`src/rtl/btn_sequence_recorder.sv`:
```
// btn_sequence_recorder: debounces three player buttons and records accepted presses into a 16-entry store.
// Ports: clk_i/rst_i clock and sync active-high reset; btn_i raw buttons; record_en_i enables store writes;
// clear_i empties the store; rd_addr_i/rd_data_o registered read port; wr_count_o/full_o store fill level;
// press_valid_o/press_number_o accepted press; invalid_press_o multi-button press; overflow_o press lost to a full store.
module btn_sequence_recorder #(
  parameter int unsigned DEBOUNCE_CYCLES = 4
) (
  input  logic       clk_i,
  input  logic       rst_i,
  input  logic [2:0] btn_i,
  input  logic       record_en_i,
  input  logic       clear_i,
  input  logic [3:0] rd_addr_i,
  output logic [1:0] rd_data_o,
  output logic [4:0] wr_count_o,
  output logic       full_o,
  output logic       press_valid_o,
  output logic [1:0] press_number_o,
  output logic       invalid_press_o,
  output logic       overflow_o
);
  typedef enum logic [1:0] {IDLE, DEBOUNCE, HELD, RELEASE} state_t;
  localparam logic [7:0] CNT_LAST = 8'(DEBOUNCE_CYCLES - 1);
  state_t     state_q, state_d;
  logic [7:0] cnt_q, cnt_d;
  logic [2:0] cand_q, cand_d;
  logic [2:0] sync1_q, btn_s_q;
  logic       fire, one_hot, wr_en;
  logic [1:0] num;
  logic       press_valid_q, press_valid_d;
  logic       invalid_q, invalid_d;
  logic       overflow_q, overflow_d;
  logic [1:0] press_number_q;
  logic [4:0] wr_count_q, wr_count_d;
  logic [1:0] rd_data_q;
  logic [1:0] mem_q [16];
  always_comb begin
    state_d = state_q;
    cnt_d   = cnt_q;
    cand_d  = cand_q;
    fire    = 1'b0;
    case (state_q)
      IDLE: if (btn_s_q != '0) begin
        cand_d  = btn_s_q;
        cnt_d   = '0;
        state_d = DEBOUNCE;
      end
      DEBOUNCE: if (btn_s_q != cand_q) state_d = IDLE;
        else if (cnt_q == CNT_LAST) begin
          state_d = HELD;
          fire    = 1'b1;
        end else cnt_d = cnt_q + 8'd1;
      HELD: if (btn_s_q == '0) begin
        cnt_d   = '0;
        state_d = RELEASE;
      end
      RELEASE: if (btn_s_q != '0) state_d = HELD;
        else if (cnt_q == CNT_LAST) state_d = IDLE;
        else cnt_d = cnt_q + 8'd1;
      default: state_d = IDLE;
    endcase
  end
  assign one_hot       = cand_q == 3'b001 || cand_q == 3'b010 || cand_q == 3'b100;
  assign num           = cand_q[2] ? 2'd2 : cand_q[1] ? 2'd1 : 2'd0;
  assign full_o        = wr_count_q == 5'd16;
  assign press_valid_d = fire && one_hot;
  assign invalid_d     = fire && !one_hot;
  // clear takes priority over both the write and the overflow report
  assign wr_en         = press_valid_d && record_en_i && !full_o && !clear_i;
  assign overflow_d    = press_valid_d && record_en_i && full_o && !clear_i;
  assign wr_count_d    = clear_i ? 5'd0 : wr_en ? wr_count_q + 5'd1 : wr_count_q;
  always_ff @(posedge clk_i) begin
    if (rst_i) begin
      sync1_q        <= '0;
      btn_s_q        <= '0;
      state_q        <= IDLE;
      cnt_q          <= '0;
      cand_q         <= '0;
      press_valid_q  <= 1'b0;
      invalid_q      <= 1'b0;
      overflow_q     <= 1'b0;
      press_number_q <= '0;
      wr_count_q     <= '0;
      rd_data_q      <= '0;
      mem_q          <= '{default: '0};
    end else begin
      sync1_q        <= btn_i;
      btn_s_q        <= sync1_q;
      state_q        <= state_d;
      cnt_q          <= cnt_d;
      cand_q         <= cand_d;
      press_valid_q  <= press_valid_d;
      invalid_q      <= invalid_d;
      overflow_q     <= overflow_d;
      if (press_valid_d) press_number_q <= num;
      if (wr_en) mem_q[wr_count_q[3:0]] <= num;
      // read-before-write: a same-edge write shows up one cycle later
      rd_data_q      <= mem_q[rd_addr_i];
      wr_count_q     <= wr_count_d;
    end
  end
  assign rd_data_o       = rd_data_q;
  assign wr_count_o      = wr_count_q;
  assign press_valid_o   = press_valid_q;
  assign press_number_o  = press_number_q;
  assign invalid_press_o = invalid_q;
  assign overflow_o      = overflow_q;
endmodule

```
`config.mk`:
```
export PLATFORM = sky130hd
export DESIGN_NAME = btn_sequence_recorder
export DESIGN_NICKNAME = d
export VERILOG_FILES = /design/src/rtl/btn_sequence_recorder.sv
export SDC_FILE = /design/constraint.sdc
export NUM_CORES = 1
export LEC_CHECK = 0
export CORE_MARGIN = 4
export CORE_UTILIZATION = 55
export DETAILED_ROUTE_END_ITERATION = 6
export PLACE_DENSITY = 0.81
export SYNTH_ARGS = -nofsm -noshare
export SYNTH_HDL_FRONTEND = slang
export SYNTH_SLANG_ARGS = --single-unit
```
`constraint.sdc`:
```
create_clock -name clk_i -period 3.5 [get_ports clk_i]
set_clock_uncertainty 0.15 [all_clocks]
set_input_delay 0.525 -clock clk_i [delete_from_list [all_inputs] [get_ports clk_i]]
set_output_delay 0.525 -clock clk_i [all_outputs]
set_load 0.02 [all_outputs]
```
==> Word level (Yosys, flattened, before mapping) <==
Cells that the tools add are included.
{ "word_totals": {"ff_bits": 63, "out_inout_bits": 13} }
{ "op_classes": {"add_sub_neg": 2, "order_cmp": 3, "eq_ne": 15, "n_mux": 24, "n_bitwise": 2, "n_reduce_logical": 20} }
{ "ops": {"columns": ["cell", "count"], "rows": [
  ["$mux W8", 5],
  ["$bwmux W32", 1],
  ["$pmux W8 S4", 1],
  ["$mux W2", 10],
  ["$ge A5 B5 Y1 const B", 2],
  ["$not A4 Y5", 2],
  ["$add A8 B1 Y8 const B", 1],
  ["$bmux W2 S4", 1],
  ["$demux W2 S4", 1],
  ["$eq A8 B2 Y1 const B", 1],
  ["$logic_and A1 B1 Y1", 8],
  ["$ne A2 B2 Y1 const B", 4],
  ["$pmux W2 S4", 1],
  ["$reduce_and A4 Y1", 2],
  ["$ne A3 B3 Y1 const B", 2],
  ["$add A5 B1 Y5 const B", 1],
  ["$eq A5 B5 Y1 const B", 1],
  ["$lt A5 B1 Y1 const B", 1],
  ["$eq A2 B2 Y1 const B", 2],
  ["$mux W1", 4],
  ["$eq A3 B1 Y1 const B", 1],
  ["$eq A3 B2 Y1 const B", 1],
  ["$eq A3 B3 Y1 const B", 1],
  ["$logic_not A1 Y1", 3],
  ["other kinds (8)", 9]
]} }

==> Logic depth before layout (Yosys ltp) <==
Gate-level depths: netlist of the first run.
{ "logic_depth": {"word_depth": 8, "mapped_depth": 7, "depth_no_buf": 7} }

==> Worst setup path after synthesis of the first run <==
Ideal clock, no wire load.
{ "synth_path": {"path_type": "reg-to-reg", "start": "register wr_count_q[0], in the netlist wr_count_o[0]", "end": "register mem_q[31] in the netlist's numbering", "setup_ps": 128, "t_arrival_ps": 1890, "required_ps": 3222, "path_slack_ps": 1333, "path_stages_with_launch": 8, "path_buffers": 0, "cell_sequence": "dfxtp_1 inv_1 ha_1 nand4bb_1 nand3_4 a2111oi_2 mux2i_1 nor2_1"} }
{ "synth_between": {"elab_chain_cells": 6} }
{ "synth_rtl": {"columns": ["item", "line_no", "rtl"], "rows": [
  ["start: declaration", "34", "logic [4:0] wr_count_q, wr_count_d;"],
  ["start signal: assignment", "99", "wr_count_q <= wr_count_d;"],
  ["$not A4 Y5 (not written as such)", "96", "if (wr_en) mem_q[wr_count_q[3:0]] <= num;"],
  ["$ge A5 B5 Y1 (not written as such) / $lt A5 B1 Y1 (equally long branches)", "96", null],
  ["$logic_and A1 B1 Y1 (not written as such)", "96", null],
  ["$mux W2 (not written as such)", "96", null],
  ["$demux W2 S4", "96", null],
  ["$bwmux W32", "96", null],
  ["end signal: indexed assignment", "96", null],
  ["end: declaration", "36", "logic [1:0] mem_q [16];"]
]} }
Parallel ways exist; a longest one is shown, timed or not.
A chain may end at the register's enable or synchronous reset.

==> Worst setup path in the final report of the first run <==
{ "layout_path": {"start": "register wr_count_q[0], in the netlist wr_count_o[0]", "end": "output port full_o"} }
{ "layout_between": {"elab_chain_cells": 1} }
{ "layout_rtl": {"columns": ["item", "line_no", "rtl"], "rows": [
  ["$eq A5 B5 Y1", "65", "assign full_o = wr_count_q == 5'd16;"],
  ["end: declaration", "16", "output logic full_o,"]
]} }
No other way between the ends.

==> results.tsv, run 1 <==
stage	metric	value	unit
run	MaxCap Viol Count	0	
setup_path	Setup crit end kind	primary output	
setup_path	Reg2Reg Setup Slack	880	ps
die	row count	27	
cells_and_area	Syn-to-layout area delta	14.3	%
setup_path	CP max stage delay	600	ps
placement	HPWL Detailed	4990	um
cells_and_area	fillers	454	
grt	vias in the first global route	2226	
timing	Final setup viols	0	
cts	hold_buf cts	0	
setup_path	crit path max fanout	6	
grt	total congestion overflow	0	
die	core area	0.00568	sq mm
power	Int Pwr	1.15	mW
setup_path	Worst Path Class, Setup	reg -> out	
setup_path	Worst R2R Path Depth	5	
placement	placed cell area	0.00357	sq mm
worst_hold_path	Hold Crit Endpoint	btn_s_q[1]$_SDFF_PP0_	
worst_hold_path	worst hold path class	reg -> reg	
cts	clk root buf	clkbuf_8	
timing	TNS Setup	0	ps
synthesis	Yosys warning count	0	
cells_and_area	Final Cell Area	0.00377	sq mm
cts	Num CTS Buffers	9	
route	via/cell ratio	5.85	
power	leakage power	1.22	nW
status	status	finished clean	
die	die height	85.5	um
cts	clk_lat worst skew	340	ps
timing	Final Hold Fails	0	
worst_hold_path	Hold Crit Start	sync1_q[1]$_SDFF_PP0_	
route	Vias	2357	
grt	initial antenna violation count	0	
placement	GP Congestion	0.835	
power	Combinational Power Share	6.2	%
cells_and_area	number of diodes	0	
die	Initial Util	58.2	%
timing	f_max	376	MHz
cts	CTS tree	done	
synthesis	Distinct cells, synth	51	
cts	CTS HTree Levels	3	
die	Die ar.	0.00731	sq mm
grt	first-pass GRT wire length	11500	um
cts	CTS-repair resized insts	0	
synthesis	Syn Nets	323	
cells_and_area	Layout Nets	342	
cts	# Post-CTS Setup Buffers	0	
setup_path	worst r2r dst	invalid_press_o$_SDFF_PP0_	
synthesis	EDFF count, synth	0	
route	drt drc	0	
route	DRT antenna net count	0	
grt	largest net degree at the start of global routing	47	
timing	max_slew headroom	59.0	%
synthesis	Synth Flop Type	dfxtp_1	
setup_path	critical path launch point type	flip-flop	
route	total routed wirelength	6900	um
cells_and_area	commonest non-fill, non-tap cell in the layout	dfxtp_1	
placement	port buffer count	23	
timing	Tightest Pin Transition	613	ps
route	post-DR wirelength/cell	17.1	um
cts	clock sink count	63	
die	IO Count	24	
route	TritonRoute pass-1 iters	4	
cts	clock tree buffer depth	2	
synthesis	Post-Syn Instances	307	
setup_path	Worst R2R Start	cnt_q[0]$_SDFFE_PP0P_	
timing	Max Slew Vio Count	0	
setup_path	worst endpoint required time	2820	ps
power	Clk pwr share	44.4	%
power	switch share	22.8	%
power	Flop pwr share	49.4	%
setup_path	CP max stage cell	clkdlybuf4s50_1	
timing	RSZ-0062 raised after global routing	false	
synthesis	ys async rst share	0	%
timing	minimum clock period	2660	ps
cells_and_area	fraction of layout cells with a size suffix above 1	17.5	%
grt	Tot GR Track Use	20.1	%
synthesis	Mean Syn Cell Area	10.8	sq um
power	peak supply drop	0.252	mV
cells_and_area	most frequent cells in the layout	63 x dfxtp_1, 36 x mux2i_1, 31 x nand2b_1	
setup_path	CP dominant cell by count	inv_1	
synthesis	sequential area share after synthesis	38.2	%
die	die width	85.5	um
route	violation count after the first detailed-route iteration	112	
synthesis	count of state elements after synthesis	63	
setup_path	Cell Chain, Critical Path	inv_1, ha_1, nand4bb_1, inv_1, clkdlybuf4s50_1	
power	Sw Pwr	0.341	mW
setup_path	Worst Path Arrival	1980	ps
timing	Period Utilization, post-route	76.0	%
synthesis	Synth Cell Area	0.00330	sq mm
worst_hold_path	hold depth	1	
power	Pwr Density	396	mW/mm^2
cts	clk slew on worst S/H paths	70	ps
[metrics by stage]
step	setup WS, ps	util [%]	std cells	power, mW	hold WS (ps)
finish	842	66.5	403	1.49	289
global route	680	66.5	403	1.54	314
CTS	814	66.5	403	1.50	295
detailed placement	685	62.8	387	0.847	275
global placement	767	62.8	387	0.845	273
floorplan	1330	-	307	0.822	264
[registers in the layout, summed over array words and instances (netlist names)]
register	cells
cand_q	3
sync1_q	3
overflow_o	1
btn_s_q	3
state_q	2
cnt_q	8
press_number_o	2
wr_count_o	5
press_valid_o	1
invalid_press_o	1
mem_q	32
rd_data_o	2
[critical path, delay by kind of cell (launching register included)]
kind                       cells  cell delay, ps
adders and majority gates      1             220
buffers and inverters          3             810
DFF                            1             380
and+or+nand+nor                1             230
[cell type report]
type	instances	area (sq um)	area share, %
inverter	5	18.8	0.497
sequential	63	1260	33.4
multi-input combinational	222	1950	51.7
timing repair buffer	25	245	6.50
tap	72	90.1	2.39
clock buffer	13	169	4.47
clock inverter	3	40.0	1.06
[cell usage after synthesis, drive strengths merged, types with 2 or more instances]
library cell,count,area (sq um)
a2111oi,10,206
a211oi,5,42.5
a21oi,3,15.0
a22oi,2,15.0
and4bb,2,25.0
buf,5,25.0
clkbuf,12,46.3
dfxtp,63,1260
ha,5,62.6
inv,5,18.8
mux2i,36,360
mux4,10,225
nand2,21,78.8
nand2b,31,194
nand3,6,55.1
nand3b,3,22.5
nand4,3,33.8
nand4b,2,23.8
nor2,30,115
nor2b,8,50.1
nor3,2,21.3
nor4,7,62.6
nor4b,2,47.6
o211ai,5,51.3
o21ai,2,21.3
or2,3,18.8
or3,2,12.5
or4,4,31.3
xnor2,8,70.1
xor2,3,26.3
[power groups by stage]
stage	logic (mW)	registers [mW]	clock network (mW)
detailed placement	0.0927	0.754	0
CTS	0.0936	0.738	0.673
global route	0.104	0.739	0.698
finish	0.0929	0.738	0.663
global placement	0.0915	0.753	0
floorplan	0.0740	0.748	0
[cells by family (layout without fill, tap and decap cells)]
| group | after synthesis | after routing | share of synthesized area, % |
|---|---|---|---|
| AO/OA/AOI/OAI | 30 | 30 | 11.5 |
| XOR/XNOR | 11 | 11 | 2.92 |
| adder cells (fa/ha/maj) | 5 | 5 | 1.89 |
| buffers and inverters | 22 | 46 | 2.73 |
| flip-flops | 63 | 63 | 38.2 |
| multiplexers | 46 | 46 | 17.7 |
| AND/OR/NAND/NOR | 130 | 130 | 25.0 |
[layer usage]
layer | vias up | wire length, um | GRT usage [%]
met5 | - | 0 | 0
met4 | 0 | 178 | 8.78
met3 | 19 | 299 | 4.27
met2 | 66 | 3160 | 30.3
met1 | 1134 | 3260 | 27.9
li1 | 1138 | - | -
[how the worst max path moves through the flow]
stage / startpoint / to / slack (ps) / cells past startpoint
2_1_floorplan: wr_count_o[0]$_SDFFE_PP0P_ / mem_q[31]$_SDFFE_PP0P_ / 1330 / 7
3_5_place_dp: rd_addr_i[0] / rd_data_o[0]$_SDFF_PP0_ / 690 / 4
6_report: wr_count_o[0]$_SDFFE_PP0P_ / full_o / 840 / 5
3_3_place_gp: rd_addr_i[0] / rd_data_o[1]$_SDFF_PP0_ / 770 / 4
4_1_cts: wr_count_o[0]$_SDFFE_PP0P_ / full_o / 810 / 5
5_1_grt: cnt_q[0]$_SDFFE_PP0P_ / invalid_press_o$_SDFF_PP0_ / 680 / 5
Power figures use the tool's default switching activity.
==> run 2: changes to the inputs <==
==> constraint.sdc (replaced) <==
create_clock -name clk_i -period 2.6 [get_ports clk_i]
set_clock_uncertainty 0.15 [all_clocks]
set_input_delay 0.39 -clock clk_i [delete_from_list [all_inputs] [get_ports clk_i]]
set_output_delay 0.39 -clock clk_i [all_outputs]
set_load 0.02 [all_outputs]
==> run 2 against run 1 <==
Net effect: highest routed layer unchanged; die area did not move; sequential cell count did not move; first-iteration DRC count rose by 77%; hold slack got worse by 6.1 ps; register-to-register slack got worse by 680 ps; via count rose by 2.8%; largest power group unchanged; global-route usage rose by 0.65 points.
==> results.tsv, run 2 (same netlist as run 1, synthesis figures left out) <==
stage	metric	value	unit	change
power	Pwr Density	518	mW/mm^2	+31%
cells_and_area	Reg with most FFs	mem_q		
grt	vias in the first global route	2308		+3.7%
power	leakage power	1.29	nW	+5.8%
route	Top Layer Used	met4		
placement	HPWL Detailed	5000	um	+0.25%
die	Die ar.	0.00731	sq mm	unchanged
cts	Num CTS Buffers	9		unchanged
route	post-DR wirelength/cell	16.9	um	-1.2%
setup_path	Buf+Inv Stages, Crit Path	3		unchanged
timing	Tightest Pin Transition	485	ps	-128 ps
setup_path	CP max stage cell	clkdlybuf4s50_1		
setup_path	critical path launch point type	flip-flop		
timing	hold slack final	283	ps	-6.08 ps
timing	RSZ-0062 raised after global routing	false		
placement	port buffer count	23		unchanged
setup_path	Reg2Reg Setup Slack	200	ps	-680 ps
cells_and_area	Syn-to-layout area delta	18.2	%	
cts	hold_buf cts	0		unchanged
route	total routed wirelength	7030	um	+2.0%
die	Initial Util	58.2	%	unchanged
setup_path	worst endpoint required time	2060	ps	-760 ps
die	core area	0.00568	sq mm	unchanged
setup_path	Setup crit end kind	primary output		
cts	clk root buf	clkbuf_8		
cts	CTS tree	done		
placement	GP Congestion	0.859		+2.9%
cts	clk_lat worst skew	340	ps	about the same
grt	Tot GR Track Use	20.8	%	+0.65 points
worst_hold_path	worst hold path class	reg -> reg		
die	die width	85.5	um	unchanged
setup_path	CP dominant cell by count	inv_1		
timing	Final setup viols	0		unchanged
cts	clk slew on worst S/H paths	70	ps	about the same
die	die height	85.5	um	unchanged
timing	TNS Setup	0	ps	unchanged
timing	Max Slew Vio Count	0		unchanged
timing	minimum clock period	2410	ps	
cells_and_area	most frequent cells in the layout	63 x dfxtp_1, 36 x mux2i_1, 31 x nand2b_1		
placement	worst slack, placed	29.7	ps	-656 ps
timing	Period Utilization, post-route	92.9	%	
setup_path	Cell Chain, Critical Path	inv_1, ha_1, nand4bb_4, inv_1, clkdlybuf4s50_1		
cells_and_area	fraction of layout cells with a size suffix above 1	20.9	%	+3.4 points
route	Metal-1 WL	3220	um	-1.4%
route	via/cell ratio	5.82		-0.45%
grt	initial antenna violation count	0		unchanged
cells_and_area	number of diodes	0		unchanged
setup_path	CP max stage delay	590	ps	about the same
grt	total congestion overflow	0		unchanged
grt	first-pass GRT wire length	11700	um	+1.7%
cts	clock sink count	63		unchanged
power	Sw Pwr	0.464	mW	+36%
status	status	finished clean		
cts	CTS-repair resized insts	0		unchanged
route	met2 routed wirelength	3310	um	+4.8%
timing	Final WS setup	185	ps	-656 ps
run	MaxCap Viol Count	0		unchanged
power	Flop pwr share	49.1	%	-0.3 points
cells_and_area	commonest non-fill, non-tap cell in the layout	dfxtp_1		
cells_and_area	post-layout util	68.7	%	+2.2 points
route	drt drc	0		unchanged
route	DRT antenna net count	0		unchanged
power	Int Pwr	1.56	mW	+35%
cells_and_area	Largest register FFs	32		unchanged
timing	max_slew headroom	67.4	%	+8.3 points
route	violation count after the first detailed-route iteration	198		+77%
power	peak supply drop	0.280	mV	+11%
cells_and_area	Layout Nets	355		+3.8%
route	TritonRoute pass-1 iters	4		unchanged
grt	largest net degree at the start of global routing	51		+8.5%
setup_path	Worst Path Arrival	1870	ps	-110 ps
power	Combinational Power Share	6.7	%	+0.5 points
cts	CTS HTree Levels	3		unchanged
die	row count	27		unchanged
timing	f_max	414	MHz	
cts	# Post-CTS Setup Buffers	0		unchanged
die	IO Count	24		unchanged
timing	Final Hold Fails	0		unchanged
cells_and_area	Final Cell Area	0.00390	sq mm	+3.3%
cells_and_area	non-filler cells, final	416		+3.2%
power	Clk pwr share	44.2	%	-0.2 points
route	WL met3	364	um	+22%
cts	clock tree buffer depth	2		unchanged
setup_path	crit path max fanout	6		unchanged
placement	placed cell area	0.00368	sq mm	+3.1%
route	Vias	2422		+2.8%
power	switch share	23.0	%	+0.15 points
setup_path	delay-heaviest family, CP	buffers and inverters		
placement	Cells after DPL	400		+3.4%
setup_path	Worst Path Class, Setup	reg -> out		
power	Power Total	2.02	mW	+35%
## run 2: layer usage
metal	vias up	global-route usage, %
met3	12	5.05
met1	1179	27.4
met2	61	31.9
met5	-	0
met4	0	10.2
li1	1170	-
## run 2: worst paths after layout
| check | startpoint | end | depth (start not counted) |
|---|---|---|---|
| worst max register to register | cnt_q[0]$_SDFFE_PP0P_ | mem_q[15]$_SDFFE_PP0P_ | 6 |
| worst min-delay path | sync1_q[1]$_SDFF_PP0_ | btn_s_q[1]$_SDFF_PP0_ | 1 |
| worst max-delay path | wr_count_o[1]$_SDFFE_PP0P_ | full_o | 5 |
| worst min register to register | sync1_q[1]$_SDFF_PP0_ | btn_s_q[1]$_SDFF_PP0_ | 1 |
## run 2: area by class of cell
class / instances / area [sq um]
Timing Repair Buffer: 38 / 355
Sequential cell: 63 / 1260
Multi-Input combinational cell: 222 / 1970
Fill cell: 424 / 1770
Inverter: 5 / 18.8
Clock buffer: 13 / 169
Tap cell: 72 / 90.1
Clock inverter: 3 / 40.0
## run 2: power groups by stage
stage | clock network, mW | registers (mW) | logic, mW
final | 0.895 | 0.993 | 0.135
after global routing | 0.960 | 0.994 | 0.148
after CTS | 0.913 | 0.993 | 0.135
after detailed placement | 0 | 1.01 | 0.134
after global placement | 0 | 1.01 | 0.131
after floorplan | 0 | 1.01 | 0.0996
==> run 3: changes to the inputs <==
--- a/config.mk
+++ b/config.mk
@@ -6,9 +6,9 @@
 export NUM_CORES = 1
 export LEC_CHECK = 0
 export CORE_MARGIN = 4
-export CORE_UTILIZATION = 55
+export CORE_UTILIZATION = 53
 export DETAILED_ROUTE_END_ITERATION = 6
-export PLACE_DENSITY = 0.81
+export PLACE_DENSITY = 0.82
 export SYNTH_ARGS = -nofsm -noshare
 export SYNTH_HDL_FRONTEND = slang
 export SYNTH_SLANG_ARGS = --single-unit
==> constraint.sdc (replaced) <==
create_clock -name clk_i -period 2.1 [get_ports clk_i]
set_clock_uncertainty 0.15 [all_clocks]
set_input_delay 0.315 -clock clk_i [delete_from_list [all_inputs] [get_ports clk_i]]
set_output_delay 0.315 -clock clk_i [all_outputs]
set_load 0.02 [all_outputs]
==> run 3 against run 2 <==
Net effect: the flow now finishes with violations (setup timing); global-route usage up 0.66 points; register-to-register slack worse by 210 ps; non-clock buffer count up 37; largest cell class unchanged.
==> results.tsv, run 3 (same netlist as run 1, synthesis figures left out) <==
stage	metric	value	unit	change
cts	clock sink count	63		unchanged
die	Die ar.	0.00756	sq mm	+3.4%
cts	clk slew on worst S/H paths	70	ps	about the same
setup_path	CP max stage delay	410	ps	-180 ps
timing	Max Slew Vio Count	0		unchanged
grt	first-pass GRT wire length	12300	um	+5.6%
route	total routed wirelength	8160	um	+16%
cts	CTS HTree Levels	3		unchanged
status	failing checks	setup timing		
setup_path	Worst Path Arrival	2230	ps	+360 ps
run	MaxCap Viol Count	0		unchanged
cells_and_area	non-filler cells, final	456		+9.6%
setup_path	crit path max fanout	9		+3
cts	clk_lat worst skew	350	ps	about the same
cells_and_area	commonest non-fill, non-tap cell in the layout	dfxtp_1		
grt	Tot GR Track Use	21.5	%	+0.66 points
placement	HPWL Detailed	5270	um	+5.4%
route	Metal-1 WL	3710	um	+15%
status	status	complete, but fails checks		
placement	Cells after DPL	434		+8.5%
cells_and_area	Reg with most FFs	mem_q		
setup_path	CP endpoint	mem_q[10]$_SDFFE_PP0P_		
grt	largest net degree at the start of global routing	50		-2.0%
grt	initial antenna violation count	0		unchanged
route	TritonRoute pass-1 iters	5		+1
route	met2 routed wirelength	3850	um	+16%
cells_and_area	Layout Nets	392		+10%
setup_path	Setup crit end kind	flip-flop		
timing	RSZ-0062 raised after global routing	true		
die	IO Count	24		unchanged
cells_and_area	fraction of layout cells with a size suffix above 1	34.6	%	+14 points
power	peak supply drop	0.502	mV	+79%
setup_path	Critical Path Start	btn_s_q[1]$_SDFF_PP0_		
cells_and_area	Largest register FFs	32		unchanged
setup_path	Worst Path Class, Setup	reg -> reg		
timing	max_slew headroom	63.1	%	-4.2 points
timing	Tightest Pin Transition	552	ps	+66.7 ps
timing	f_max	474	MHz	
setup_path	worst r2r dst	mem_q[10]$_SDFFE_PP0P_		
setup_path	critical path launch point type	flip-flop		
die	Initial Util	55.1	%	-3.1 points
placement	GP Congestion	0.839		-2.3%
cells_and_area	most frequent cells in the layout	55 x dfxtp_1, 47 x buf_4, 35 x mux2i_1		
worst_hold_path	worst hold path class	reg -> reg		
timing	Final WS setup	-8.33	ps	-194 ps
timing	Final setup viols	1		+1
setup_path	Worst R2R Start	btn_s_q[1]$_SDFF_PP0_		
power	Pwr Density	572	mW/mm^2	+10%
setup_path	Cell Chain, Critical Path	and4bb_2, o21ai_4, buf_4, a2111oi_4, buf_4, mux2i_1		
route	violation count after the first detailed-route iteration	240		+21%
timing	Final Hold Fails	0		unchanged
setup_path	Worst R2R Path Depth	6		unchanged
cts	CTS tree	done		
cells_and_area	fillers	364		-14%
cells_and_area	number of diodes	0		unchanged
cts	clk root buf	clkbuf_8		
setup_path	CP max stage cell	dfxtp_2		
die	die width	86.9	um	+1.7%
die	row count	28		+3.7%
power	leakage power	1.55	nW	+20%
die	core area	0.00599	sq mm	+5.6%
route	WL met3	457	um	+26%
grt	vias in the first global route	2511		+8.8%
timing	Period Utilization, post-route	100	%	
cells_and_area	Syn-to-layout area delta	33.1	%	
route	drt drc	0		unchanged
route	post-DR wirelength/cell	17.9	um	+5.8%
timing	minimum clock period	2110	ps	
route	DRT antenna net count	0		unchanged
cts	hold_buf cts	0		unchanged
grt	total congestion overflow	0		unchanged
cts	clock tree buffer depth	2		unchanged
cts	Num CTS Buffers	9		unchanged
setup_path	Reg2Reg Setup Slack	-8	ps	-210 ps
power	Power Total	2.51	mW	+24%
setup_path	worst endpoint required time	2220	ps	+160 ps
route	Top Layer Used	met4		
placement	port buffer count	23		unchanged
setup_path	CP dominant cell by count	buf_4		
route	via/cell ratio	5.84		+0.38%
die	die height	86.9	um	+1.7%
route	Vias	2665		+10%
==> run 3: worst min-delay path by stage <==
stage                               start                     to  cells after the start
finish              sync1_q[1]$_SDFF_PP0_  btn_s_q[1]$_SDFF_PP0_                      1
global placement    sync1_q[1]$_SDFF_PP0_  btn_s_q[1]$_SDFF_PP0_                      1
detailed placement  sync1_q[1]$_SDFF_PP0_  btn_s_q[1]$_SDFF_PP0_                      1
global route        sync1_q[2]$_SDFF_PP0_  btn_s_q[2]$_SDFF_PP0_                      1
CTS                 sync1_q[1]$_SDFF_PP0_  btn_s_q[1]$_SDFF_PP0_                      1
floorplan           sync1_q[0]$_SDFF_PP0_  btn_s_q[0]$_SDFF_PP0_                      1
==> run 3: layout make-up <==
class                   instances  area, sq um  share of cell area (%)
clock buffers                   9          124                    2.82
repair buffers                 75          678                    15.4
multi-input cells             222         2140                    48.6
flip-flops and latches         63         1270                    28.9
well taps                      75         93.8                    2.13
clock inverters                 7         72.6                    1.65
inverters                       5         18.8                   0.427
==> run 3: per-layer routing <==
layer  vias up  track usage, %
met5         -               0
met4         0            7.79
met3        22            5.30
met2       103            32.2
met1      1303            30.0
li1       1237               -
==> run 3: where the power goes <==
group          internal, mW  switching [mW]  leakage [nW]  total (mW)
sequential             1.21          0.0170         0.513        1.23
clock                 0.549           0.514        0.0956        1.06
combinational         0.112           0.112         0.945       0.224
total                  1.87           0.644          1.55        2.51
==> run 3: per-stage QoR <==
step	hold WS [ps]	worst slack, ps	util [%]	TNS (ps)	instance area, sq um
after floorplan	264	1.56	-	0	3300
after global placement	268	-288	65.6	-5080	3930
after detailed placement	275	-334	65.6	-7260	3930
after CTS	292	8.49	69.9	0	4190
after global routing	301	-88.4	73.4	-985	4400
final	292	-8.33	73.4	-8.33	4400
==> run 3: critical path: cells and delay by family, from the launching register on <==
family | cells | cell delay (ps)
compound gates | 2 | 550
buf+inv | 2 | 360
flops | 1 | 410
mux | 1 | 210
simple gates | 1 | 340
==> run 3: what timing repair did <==
action | CTS | global route
setup endpoints to repair | 30 | 37
buffers inserted | 0 | 5
pin swaps | 1 | 15
resized for setup | 12 | 26
cloned | 0 | 1
